--- config.mk ---
export PLATFORM = sky130hd
export DESIGN_NAME = vram_bus_responder
export DESIGN_NICKNAME = d
export VERILOG_FILES = /design/src/rtl/gameconsole_pkg.sv /design/src/rtl/vram_shadow_fifo.sv /design/src/rtl/vram_bus_responder.sv
export SDC_FILE = /design/constraint.sdc
export NUM_CORES = 1
export LEC_CHECK = 0
export CORE_MARGIN = 10
export CORE_UTILIZATION = 34
export CTS_CLUSTER_SIZE = 10
export DETAILED_ROUTE_END_ITERATION = 8
export GPL_ROUTABILITY_DRIVEN = 0
export PLACE_DENSITY = 0.81
export SLEW_MARGIN = 20
export SYNTH_ARGS = -nofsm -noshare
export SYNTH_HDL_FRONTEND = slang
export SYNTH_HIERARCHICAL = 1
export SYNTH_SLANG_ARGS = --single-unit
--- constraint.sdc ---
create_clock -name clk -period 4 [get_ports clk]
set_input_delay 0.8 -clock clk [delete_from_list [all_inputs] [get_ports clk]]
set_output_delay 0.8 -clock clk [all_outputs]
set_load 0.02 [all_outputs]
--- src/rtl/gameconsole_pkg.sv ---
// Shared video RAM map, region decode and shadow FIFO payload for the CPU memory port.
package gameconsole_pkg;

  localparam int unsigned VRAM_OFS_W  = 17;
  localparam int unsigned VRAM_DATA_W = 32;
  localparam int unsigned VRAM_NREG   = 4;

  localparam logic [31:0] REG_PARAM_BASE  = 32'h0600_0000;
  localparam logic [31:0] REG_PARAM_WORDS = 32'h0000_0400;
  localparam logic [31:0] REG_MAP_BASE    = 32'h0610_0000;
  localparam logic [31:0] REG_MAP_WORDS   = 32'h0000_0800;
  localparam logic [31:0] REG_TILE_BASE   = 32'h0620_0000;
  localparam logic [31:0] REG_TILE_WORDS  = 32'h0002_0000;
  localparam logic [31:0] REG_PAL_BASE    = 32'h0630_0000;
  localparam logic [31:0] REG_PAL_WORDS   = 32'h0000_0200;

  typedef enum logic [2:0] {
    VR_PARAM = 3'd0,
    VR_MAP   = 3'd1,
    VR_TILE  = 3'd2,
    VR_PAL   = 3'd3,
    VR_NONE  = 3'd4
  } vram_region_e;

  typedef enum logic {
    ST_IDLE  = 1'b0,
    ST_DRAIN = 1'b1
  } shadow_state_e;

  typedef struct packed {
    logic [VRAM_OFS_W-1:0]  ofs;
    logic [VRAM_DATA_W-1:0] data;
  } shadow_entry_t;

  // Address to region; the unsigned subtract also rejects addresses below each base.
  function automatic vram_region_e vram_decode(input logic [31:0] addr);
    vram_region_e r;
    r = VR_NONE;
    if ((addr - REG_PARAM_BASE) < REG_PARAM_WORDS)     r = VR_PARAM;
    else if ((addr - REG_MAP_BASE) < REG_MAP_WORDS)    r = VR_MAP;
    else if ((addr - REG_TILE_BASE) < REG_TILE_WORDS)  r = VR_TILE;
    else if ((addr - REG_PAL_BASE) < REG_PAL_WORDS)    r = VR_PAL;
    return r;
  endfunction

  // Base word address of a region (0 for unmapped).
  function automatic logic [31:0] vram_base(input vram_region_e r);
    logic [31:0] b;
    case (r)
      VR_PARAM: b = REG_PARAM_BASE;
      VR_MAP:   b = REG_MAP_BASE;
      VR_TILE:  b = REG_TILE_BASE;
      VR_PAL:   b = REG_PAL_BASE;
      default:  b = 32'h0;
    endcase
    return b;
  endfunction

  // One-hot RAM strobe {PAL,TILE,MAP,PARAM}.
  function automatic logic [VRAM_NREG-1:0] vram_strobe(input vram_region_e r);
    logic [VRAM_NREG-1:0] oh;
    case (r)
      VR_PARAM: oh = 4'b0001;
      VR_MAP:   oh = 4'b0010;
      VR_TILE:  oh = 4'b0100;
      VR_PAL:   oh = 4'b1000;
      default:  oh = 4'b0000;
    endcase
    return oh;
  endfunction

endpackage

--- src/rtl/vram_shadow_fifo.sv ---
// Synchronous FIFO holding deferred PARAM writes; DEPTH must be a power of two.
module vram_shadow_fifo
  import gameconsole_pkg::*;
#(
  parameter int unsigned DEPTH = 16
) (
  input  logic          clk,
  input  logic          rst_n,
  input  logic          push,
  input  logic          pop,
  input  shadow_entry_t wdata,
  output shadow_entry_t rdata_c,
  output logic          full,
  output logic          empty
);

  localparam int unsigned PTR_W = $clog2(DEPTH);
  localparam int unsigned CNT_W = PTR_W + 1;

  shadow_entry_t    r_mem [DEPTH];
  logic [PTR_W-1:0] r_wptr;
  logic [PTR_W-1:0] r_rptr;
  logic [CNT_W-1:0] r_count;
  logic [CNT_W-1:0] w_count_nxt;
  logic             w_do_push;
  logic             w_do_pop;

  assign rdata_c = r_mem[r_rptr];

  // Accept a push on full only when a pop frees a slot in the same cycle.
  always_comb begin
    w_do_pop    = pop & ~empty;
    w_do_push   = push & (~full | w_do_pop);
    w_count_nxt = r_count;
    if (w_do_push && !w_do_pop)      w_count_nxt = r_count + CNT_W'(1);
    else if (w_do_pop && !w_do_push) w_count_nxt = r_count - CNT_W'(1);
  end

  // Pointers, occupancy and registered full/empty flags.
  always_ff @(posedge clk) begin
    if (!rst_n) begin
      r_wptr  <= '0;
      r_rptr  <= '0;
      r_count <= '0;
      full    <= 1'b0;
      empty   <= 1'b1;
    end else begin
      if (w_do_push) r_wptr <= r_wptr + PTR_W'(1);
      if (w_do_pop)  r_rptr <= r_rptr + PTR_W'(1);
      r_count <= w_count_nxt;
      full    <= (w_count_nxt == CNT_W'(DEPTH));
      empty   <= (w_count_nxt == '0);
    end
  end

  // Entry storage; contents are don't-care until pushed.
  always_ff @(posedge clk) begin
    if (w_do_push) r_mem[r_wptr] <= wdata;
  end

endmodule

--- src/rtl/vram_bus_responder.sv ---
// CPU memory-port responder for the video RAMs: decodes requests into PARAM/MAP/TILE/PAL,
// drives a one-hot RAM strobe bus and returns read data at fixed latency.
// Define VRAM_SHADOW_EN to defer PARAM writes outside vblank through a shadow FIFO.
module vram_bus_responder
  import gameconsole_pkg::*;
#(
  parameter int unsigned OFS_W        = VRAM_OFS_W,
  parameter int unsigned RAM_RD_LAT   = 1,
  parameter int unsigned SHADOW_DEPTH = 16
) (
  input  logic                  clk,
  input  logic                  rst_n,
  input  logic                  vblank,
  input  logic                  mem_en,
  input  logic                  mem_we,
  input  logic [31:0]           mem_addr,
  input  logic [31:0]           mem_din,
  output logic [31:0]           mem_dout,
  output logic                  mem_rvalid,
  output logic                  mem_err,
  output logic [3:0]            ram_we,
  output logic [3:0]            ram_re,
  output logic [OFS_W-1:0]      ram_addr,
  output logic [31:0]           ram_wdata,
  input  logic [3:0][31:0]      ram_rdata,
  output logic                  shadow_ovf
);

  vram_region_e     w_region;
  logic [3:0]       w_region_oh;
  logic [OFS_W-1:0] w_ofs;

  logic [3:0]       w_ram_we_d;
  logic [3:0]       w_ram_re_d;
  logic [OFS_W-1:0] w_ram_addr_d;
  logic [31:0]      w_ram_wdata_d;
  logic             w_err_d;
  logic             w_rd_v_d;
  vram_region_e     w_rd_reg_d;

  logic             r_s1_rd_v;
  vram_region_e     r_s1_rd_reg;
  logic             r_rd_v   [RAM_RD_LAT];
  vram_region_e     r_rd_reg [RAM_RD_LAT];
  vram_region_e     w_rd_tail;
  logic [1:0]       w_rd_idx;

  assign w_region    = vram_decode(mem_addr);
  assign w_region_oh = vram_strobe(w_region);
  assign w_ofs       = OFS_W'(mem_addr - vram_base(w_region));
  assign w_rd_tail   = r_rd_reg[RAM_RD_LAT-1];
  assign w_rd_idx    = w_rd_tail[1:0];

`ifdef VRAM_SHADOW_EN
  shadow_state_e r_state;
  shadow_state_e w_state_nxt;
  logic          r_shadow_ovf;
  logic          w_ovf_d;
  logic          w_push;
  logic          w_pop;
  logic          w_fifo_full;
  logic          w_fifo_empty;
  logic          w_shadow_take;
  shadow_entry_t w_fifo_wdata;
  shadow_entry_t w_fifo_head;

  // Once anything is queued, later PARAM writes must queue behind it to keep order.
  assign w_shadow_take     = (w_region == VR_PARAM) && (!vblank || !w_fifo_empty);
  assign w_fifo_wdata.ofs  = VRAM_OFS_W'(w_ofs);
  assign w_fifo_wdata.data = mem_din;
  assign shadow_ovf        = r_shadow_ovf;

  vram_shadow_fifo #(
    .DEPTH (SHADOW_DEPTH)
  ) u_shadow_fifo (
    .clk     (clk),
    .rst_n   (rst_n),
    .push    (w_push),
    .pop     (w_pop),
    .wdata   (w_fifo_wdata),
    .rdata_c (w_fifo_head),
    .full    (w_fifo_full),
    .empty   (w_fifo_empty)
  );

  // Drain state register and sticky overflow flag.
  always_ff @(posedge clk) begin
    if (!rst_n) begin
      r_state      <= ST_IDLE;
      r_shadow_ovf <= 1'b0;
    end else begin
      r_state      <= w_state_nxt;
      r_shadow_ovf <= w_ovf_d;
    end
  end
`else
  logic w_unused_ok;
  assign w_unused_ok = ^{vblank, 1'(SHADOW_DEPTH)};
  assign shadow_ovf  = 1'b0;
`endif

  // Request decode, bus arbitration (CPU over drain) and drain next-state.
  always_comb begin
    w_ram_we_d    = '0;
    w_ram_re_d    = '0;
    w_ram_addr_d  = '0;
    w_ram_wdata_d = '0;
    w_err_d       = 1'b0;
    w_rd_v_d      = 1'b0;
    w_rd_reg_d    = VR_NONE;
`ifdef VRAM_SHADOW_EN
    w_push        = 1'b0;
    w_pop         = 1'b0;
    w_ovf_d       = r_shadow_ovf;
    w_state_nxt   = r_state;
`endif
    if (mem_en) begin
      w_rd_v_d   = ~mem_we;
      w_rd_reg_d = w_region;
      if (w_region == VR_NONE) begin
        w_err_d = 1'b1;
      end
`ifdef VRAM_SHADOW_EN
      else if (mem_we && w_shadow_take) begin
        w_push = 1'b1;
        if (w_fifo_full) begin
          w_err_d = 1'b1;
          w_ovf_d = 1'b1;
        end
      end
`endif
      else begin
        if (mem_we) w_ram_we_d = w_region_oh;
        else        w_ram_re_d = w_region_oh;
        w_ram_addr_d  = w_ofs;
        w_ram_wdata_d = mem_we ? mem_din : 32'h0;
      end
    end
`ifdef VRAM_SHADOW_EN
    else if (r_state == ST_DRAIN && vblank && !w_fifo_empty) begin
      w_pop         = 1'b1;
      w_ram_we_d    = vram_strobe(VR_PARAM);
      w_ram_addr_d  = OFS_W'(w_fifo_head.ofs);
      w_ram_wdata_d = w_fifo_head.data;
    end

    case (r_state)
      ST_IDLE:  if (vblank && !w_fifo_empty) w_state_nxt = ST_DRAIN;
      ST_DRAIN: if (!vblank || w_fifo_empty) w_state_nxt = ST_IDLE;
      default:  w_state_nxt = ST_IDLE;
    endcase
`endif
  end

  // Single-cycle RAM strobe stage and unmapped/drop error pulse.
  always_ff @(posedge clk) begin
    if (!rst_n) begin
      ram_we    <= '0;
      ram_re    <= '0;
      ram_addr  <= '0;
      ram_wdata <= '0;
      mem_err   <= 1'b0;
    end else begin
      ram_we    <= w_ram_we_d;
      ram_re    <= w_ram_re_d;
      ram_addr  <= w_ram_addr_d;
      ram_wdata <= w_ram_wdata_d;
      mem_err   <= w_err_d;
    end
  end

  // Read tracking: follows each read through the RAM latency, then registers the return.
  always_ff @(posedge clk) begin
    if (!rst_n) begin
      r_s1_rd_v   <= 1'b0;
      r_s1_rd_reg <= VR_NONE;
      for (int k = 0; k < RAM_RD_LAT; k++) begin
        r_rd_v[k]   <= 1'b0;
        r_rd_reg[k] <= VR_NONE;
      end
      mem_rvalid <= 1'b0;
      mem_dout   <= '0;
    end else begin
      r_s1_rd_v   <= w_rd_v_d;
      r_s1_rd_reg <= w_rd_reg_d;
      r_rd_v[0]   <= r_s1_rd_v;
      r_rd_reg[0] <= r_s1_rd_reg;
      for (int k = 1; k < RAM_RD_LAT; k++) begin
        r_rd_v[k]   <= r_rd_v[k-1];
        r_rd_reg[k] <= r_rd_reg[k-1];
      end
      mem_rvalid <= r_rd_v[RAM_RD_LAT-1];
      mem_dout   <= (r_rd_v[RAM_RD_LAT-1] && w_rd_tail != VR_NONE) ? ram_rdata[w_rd_idx] : 32'h0;
    end
  end

endmodule
==> results of run 1 <==
## power groups by stage
stage          Combinational [W]  Clock, W  Sequential, W
3_5_place_dp            0.000291         0        0.00101
4_1_cts                 0.000293  0.000943       0.000986
6_report                0.000294  0.000920       0.000986
3_3_place_gp            0.000283         0        0.00101
5_1_grt                 0.000313  0.000990       0.000986
2_1_floorplan          0.0000789         0        0.00101
## logic make-up after synthesis
kind of cell	synth area share (%)
compound gates	6.738
xor+xnor	1.241
fa+ha+maj	1.478
buf+inv	4.373
flops	46.81
mux	17.02
other cells	0.08857
simple gates	22.25
## metal layers
layer  track usage (%)  wire [um]  part of all wire, %  up-vias
li1                  -          -                    -     1924
met1             22.46       6759                   38     1996
met2             33.56       8837                   50      257
met3             7.393       1734                  9.7       28
met4             7.664        479                  2.7        0
met5                 0          0                    0        -
## path summary, 6_finish.rpt
kind / start / slack, ns / end
setup / recovery: mem_addr[21] / 0.63 / ram_wdata[9]
hold / removal: r_s1_rd_reg[2] / 0.41 / r_rd_reg[0][2]
setup reg to reg: r_rd_reg[0][0] / 1.99 / mem_dout[16]
hold reg to reg: r_s1_rd_reg[2] / 0.41 / r_rd_reg[0][2]
## worst max-delay path, cell delays in order
cell	delay, ns
clkdlybuf4s50_1	0.63
inv_2	0.08
ha_1	0.31
or4b_1	0.57
a221oi_1	0.38
o2111ai_2	0.25
o2111ai_4	0.19
buf_12	0.22
and3_1	0.20
## area by class of cell
type | count | area, sq um | share of cell area (%)
Clock inverter | 7 | 102.6 | 1.364
Timing Repair Buffer | 290 | 2905 | 38.64
Multi-Input combinational cell | 236 | 2067 | 27.49
Clock buffer | 9 | 225.2 | 2.995
Tap cell | 168 | 210.2 | 2.795
Sequential cell | 99 | 1983 | 26.37
Inverter | 5 | 18.77 | 0.2496
Antenna cell | 3 | 7.507 | 0.09983
## synthesized netlist by cell type (2+ instances only)
library cell / count
o2111ai_4: 2
a21oi_1: 5
mux4_2: 32
inv_1: 4
buf_2: 4
or4_1: 4
xor2_1: 2
buf_1: 3
nand2_1: 12
nor3_1: 4
xnor2_1: 4
clkbuf_1: 19
nand2b_1: 5
and4_1: 2
buf_6: 5
o21ai_0: 9
and2_1: 8
nand4_1: 4
dfxtp_1: 99
and3_1: 82
a31oi_1: 4
nor3b_1: 2
nand3b_1: 2
o21ai_1: 2
nand3_1: 5
ha_1: 5
nor2_1: 15
nor4_1: 3
nor2b_1: 2
a2111oi_0: 2
## metrics by stage
stage	power (W)	util [%]	std cells
after floorplan	0.001089	-	372
after global placement	0.001292	59.32	798
after detailed placement	0.001300	59.32	798
after CTS	0.002222	62.02	814
after global routing	0.002289	62.07	816
final	0.002200	62.09	817
==> metrics.yaml, run 1 <==
ys_types: 51
synthesis.area_sq_um: 4234
area_growth_pct: 77.60
final_net_count: 843
cts_max_path_buffers: 2
ir_worst_vdd_uv: 227.7
tightest_slew_ns: 0.9128
run_status: "complete, no violations"
die_area_sq_um: 17320
initial_core_util_pct: 34.96
numPortBuffers: 286
finalWorstSetupSlack_ns: 0.6268
post_cts_resized: 0
design_area_sq_um: 7520
synthCells: 372
p_per_area_nw_per_um2: 292.5
netSwitchingFraction_pct: 22.57
p_clk_share_pct: 41.8
rr_worst_depth: 3
path_max_fanout: 50
cts_root_buf: "clkbuf_16"
ys_warn_count: 6
internal_power_w: 0.001703
vias: 4205
relSlewSlack_pct: 39.15
drt_iter0_markers: 267
viasPerCell: 5.147
hold_buffers: 0
hold_viol_final: 0
mostFrequentLayoutCell: "clkdlybuf4s50_1"
drive_gt1_share_pct: 9.443
synth.area.top_cells: "dfxtp_1, mux4_2, and3_1"
rsz0062_at_grt: "false"
drcViolationCount: 0
cts.sink_count: 99
wl_um: 17810
p_comb_share_pct: 13.4
place_ws_ns: 0.2724
cts.clk_slew.worst_paths_ns: 0.08
power_frac_seq_pct: 44.8
cap_violations: 0
fin_crit_sh_pct: 84.33
cts_buffers: 9
hold_path_class: "flop to flop"
grt-ovfl-total: 0
period_needed_ns: 3.373
setup-violations-final: 0
post_cts_buffers: 0
yosys.area.top_type: "dfxtp_1"
fmax_mhz: 296.5
critPathArrivalTime_ns: 3.66
cp-start-kind: "input port"
grt_pass1_vias: 4291
drv_slew: 0
whs_path_depth: 1
dp_hpwl_um: 14630
switching_power_w: 0.0004964
grt_max_degree: 51
synth.top_cell.area_share_pct: 46.81
path_class: "input port to flop"
yosysSeqAreaShare_pct: 46.81
leakage_nw: 2.981
grt_usage_pct: 19.95
dr.pass1.iters: 5
ys_ff_latch: 99
wl_per_cell_um: 21.80
antenna_found_initial: 2
syn_nets: 574
chipWidth_um: 131.6
insertion_delay_ns: 0.35
htreeDepth: 3
fin_skew_ns: 0.007362
avgSynthCellArea_sq_um: 11.38
row_count: 40
grt_pass1_wl_um: 26760
antenna_left: 0
core_sq_um: 12110
dpl-instance-area_sq_um: 7184
cp-end-kind: "flop"
synth_edf_count: 0
fill_cells: 952
whs_ns: 0.4073
cts_tree: "built"
io_pins: 289
finalSetupTns_ns: 0
yosys_most_used_dff: "dfxtp_1"
top_regs: "mem_dout (32), ram_wdata (32), ram_addr (17)"
synthArstFlopShare_pct: 0
die_h_um: 131.6
layout_common_cells: "clkdlybuf4s50_1, dfxtp_1, and3_1"
crit_required_ns: 4.29
(Power assumes the default switching activity.)
==> inputs of run 2 (changes only) <==
==> constraint.sdc (replaced) <==
create_clock -name clk -period 3.15 [get_ports clk]
set_input_delay 0.63 -clock clk [delete_from_list [all_inputs] [get_ports clk]]
set_output_delay 0.63 -clock clk [all_outputs]
set_load 0.02 [all_outputs]
==> run 2 against run 1 <==
Global-route usage up 0.40 points. Combinational power up 33%. Cell count up 2.7%. Clock skew up 0.0012 ns. Critical path depth up 1. Highest routed layer unchanged. Wire length up 0.72%. Clock power up 27%. Final area up 2.0%. Die area unchanged. Total power up 28%.
==> metrics.yaml, run 2 (synthesized netlist as in run 1, its figures left out) <==
run_status: "complete, no violations"
cts_root_buf: "clkbuf_16"
grt_pass1_wl_um: 27340  # +2.2%
die_area_sq_um: 17320  # unchanged
wl_um: 17940  # +0.72%
post_cts_resized: 0  # unchanged
path_class: "input port to flop"
hold_buffers: 0  # unchanged
final_net_count: 864  # +2.5%
fin_skew_ns: 0.008553  # +0.001190 ns
mostFrequentLayoutCell: "clkdlybuf4s50_1"
htreeDepth: 3  # unchanged
leakage_nw: 3.077  # +3.2%
drt_iter0_markers: 336  # +26%
cp-start-kind: "input port"
cap_violations: 0  # unchanged
die_h_um: 131.6  # unchanged
dp_hpwl_um: 14670  # +0.23%
ir_worst_vdd_uv: 313.7  # +38%
cts.clk_slew.worst_paths_ns: 0.08  # about the same
post_cts_buffers: 0  # unchanged
max_stage_delay_ns: 0.57  # -0.06 ns
p_per_area_nw_per_um2: 366.9  # +25%
period_needed_ns: 2.996
rrSetupSlack_ns: 1.16  # -0.83 ns
grt-ovfl-total: 0  # unchanged
fill_cells: 951  # -0.11%
area_growth_pct: 81.12
crit_family: "compound AO/OA/AOI/OAI gates"
chipWidth_um: 131.6  # unchanged
critPathArrivalTime_ns: 3.29  # -0.37 ns
rr_worst_depth: 3  # unchanged
cp-end-kind: "flop"
finalWorstSetupSlack_ns: 0.1542  # -0.4725 ns
antenna_left: 0  # unchanged
final_core_util_pct: 63.32  # +1.2 points
cts.sink_count: 99  # unchanged
viasPerCell: 4.999  # -2.9%
drv_slew: 0  # unchanged
wl_per_cell_um: 21.38  # -1.9%
cp_num_buf_inv: 3  # unchanged
top_regs: "mem_dout (32), ram_wdata (32), ram_addr (17)"
cts_buffers: 9  # unchanged
drcViolationCount: 0  # unchanged
r2r_end: "mem_dout[14]"
cts_tree: "built"
grt_max_degree: 51  # unchanged
grt_usage_pct: 20.35  # +0.40 points
vias: 4194  # -0.26%
fin_crit_sh_pct: 95.10
whs_path_depth: 1  # unchanged
tightest_slew_ns: 0.7895  # -0.1233 ns
rsz0062_at_grt: "false"
grt_pass1_vias: 4466  # +4.1%
row_count: 40  # unchanged
setup-violations-final: 0  # unchanged
insertion_delay_ns: 0.35  # about the same
cts_max_path_buffers: 2  # unchanged
numPortBuffers: 286  # unchanged
hold_end: "r_rd_reg[0][2]"
hold_viol_final: 0  # unchanged
cp-startpoint: "mem_addr[22]"
antenna_found_initial: 4  # +2
min_from: "r_s1_rd_reg[2]"
dr.pass1.iters: 5  # unchanged
hold_path_class: "flop to flop"
r2r-start: "r_rd_reg[0][0]"
layout_common_cells: "clkdlybuf4s50_1, dfxtp_1, and3_1"
critPathSlowestCell: "a2111oi_0"
core_sq_um: 12110  # unchanged
place_ws_ns: -0.1010  # -0.3733 ns
initial_core_util_pct: 34.96  # unchanged
relSlewSlack_pct: 47.24  # +8.1 points
crit_required_ns: 3.44  # -0.85 ns
fmax_mhz: 333.8
path_max_fanout: 50  # unchanged
path_cells: "clkdlybuf4s50_1 > inv_1 > ha_1 > nand2_1 > a31o_2 > a2111oi_0 > nand4_1 > o2111ai_4 > buf_12 > and3_1"
io_pins: 289  # unchanged
drive_gt1_share_pct: 12.29  # +2.9 points
-- run 2: changes by cell type in the layout (fill, tap and decap cells not counted), sizes merged --
cell and delta:
clkinvlp +1, clkinv -1, diode +1, buf +21
-- run 2: through the flow --
| step | setup TNS, ns | total power [W] | cell area [sq um] | cells | hold WS, ns |
|---|---|---|---|---|---|
| global placement | -3.182 | 0.001659 | 7342 | 819 | 0.3931 |
| floorplan | 0 | 0.001383 | 4234 | 372 | 0.3863 |
| finish | 0 | 0.002814 | 7669 | 839 | 0.4084 |
| CTS | 0 | 0.002848 | 7659 | 835 | 0.4125 |
| detailed placement | -4.115 | 0.001669 | 7342 | 819 | 0.3965 |
| global route | 0 | 0.002917 | 7669 | 839 | 0.4370 |
-- run 2: routing by layer --
layer | up-vias | wire, um | track usage, % | part of all wire [%]
li1 | 1966 | - | - | -
met1 | 1975 | 6870 | 22.85 | 38
met2 | 234 | 9153 | 34.62 | 51
met3 | 19 | 1648 | 7.088 | 9.2
met4 | 0 | 266 | 7.849 | 1.5
met5 | - | 0 | 0 | 0
-- run 2: how the worst max path moves through the flow --
| stage | cells after the start | slack (ns) | to |
|---|---|---|---|
| global placement | 10 | -0.07 | ram_addr[4] |
| CTS | 10 | 0.25 | ram_wdata[0] |
| global route | 10 | 0.12 | ram_wdata[0] |
| floorplan | 9 | 0.31 | ram_addr[10] |
| detailed placement | 10 | -0.10 | ram_wdata[0] |
| finish | 10 | 0.15 | ram_wdata[0] |
-- run 2: where the power goes --
part           internal (W)  switching [W]
logic              0.000278       0.000113
clock network      0.000640       0.000531
registers           0.00125    0.000000382
total               0.00217       0.000644
-- run 2: layout make-up --
type	instances	area (sq um)	area share, %
Antenna cell	4	10.01	0.1305
Clock buffer	9	225.2	2.937
Clock inverter	7	91.34	1.191
Inverter	5	18.77	0.2447
Multi-Input combinational cell	236	2067	26.95
Sequential cell	99	1983	25.86
Tap cell	168	210.2	2.741
Timing Repair Buffer	311	3063	39.94
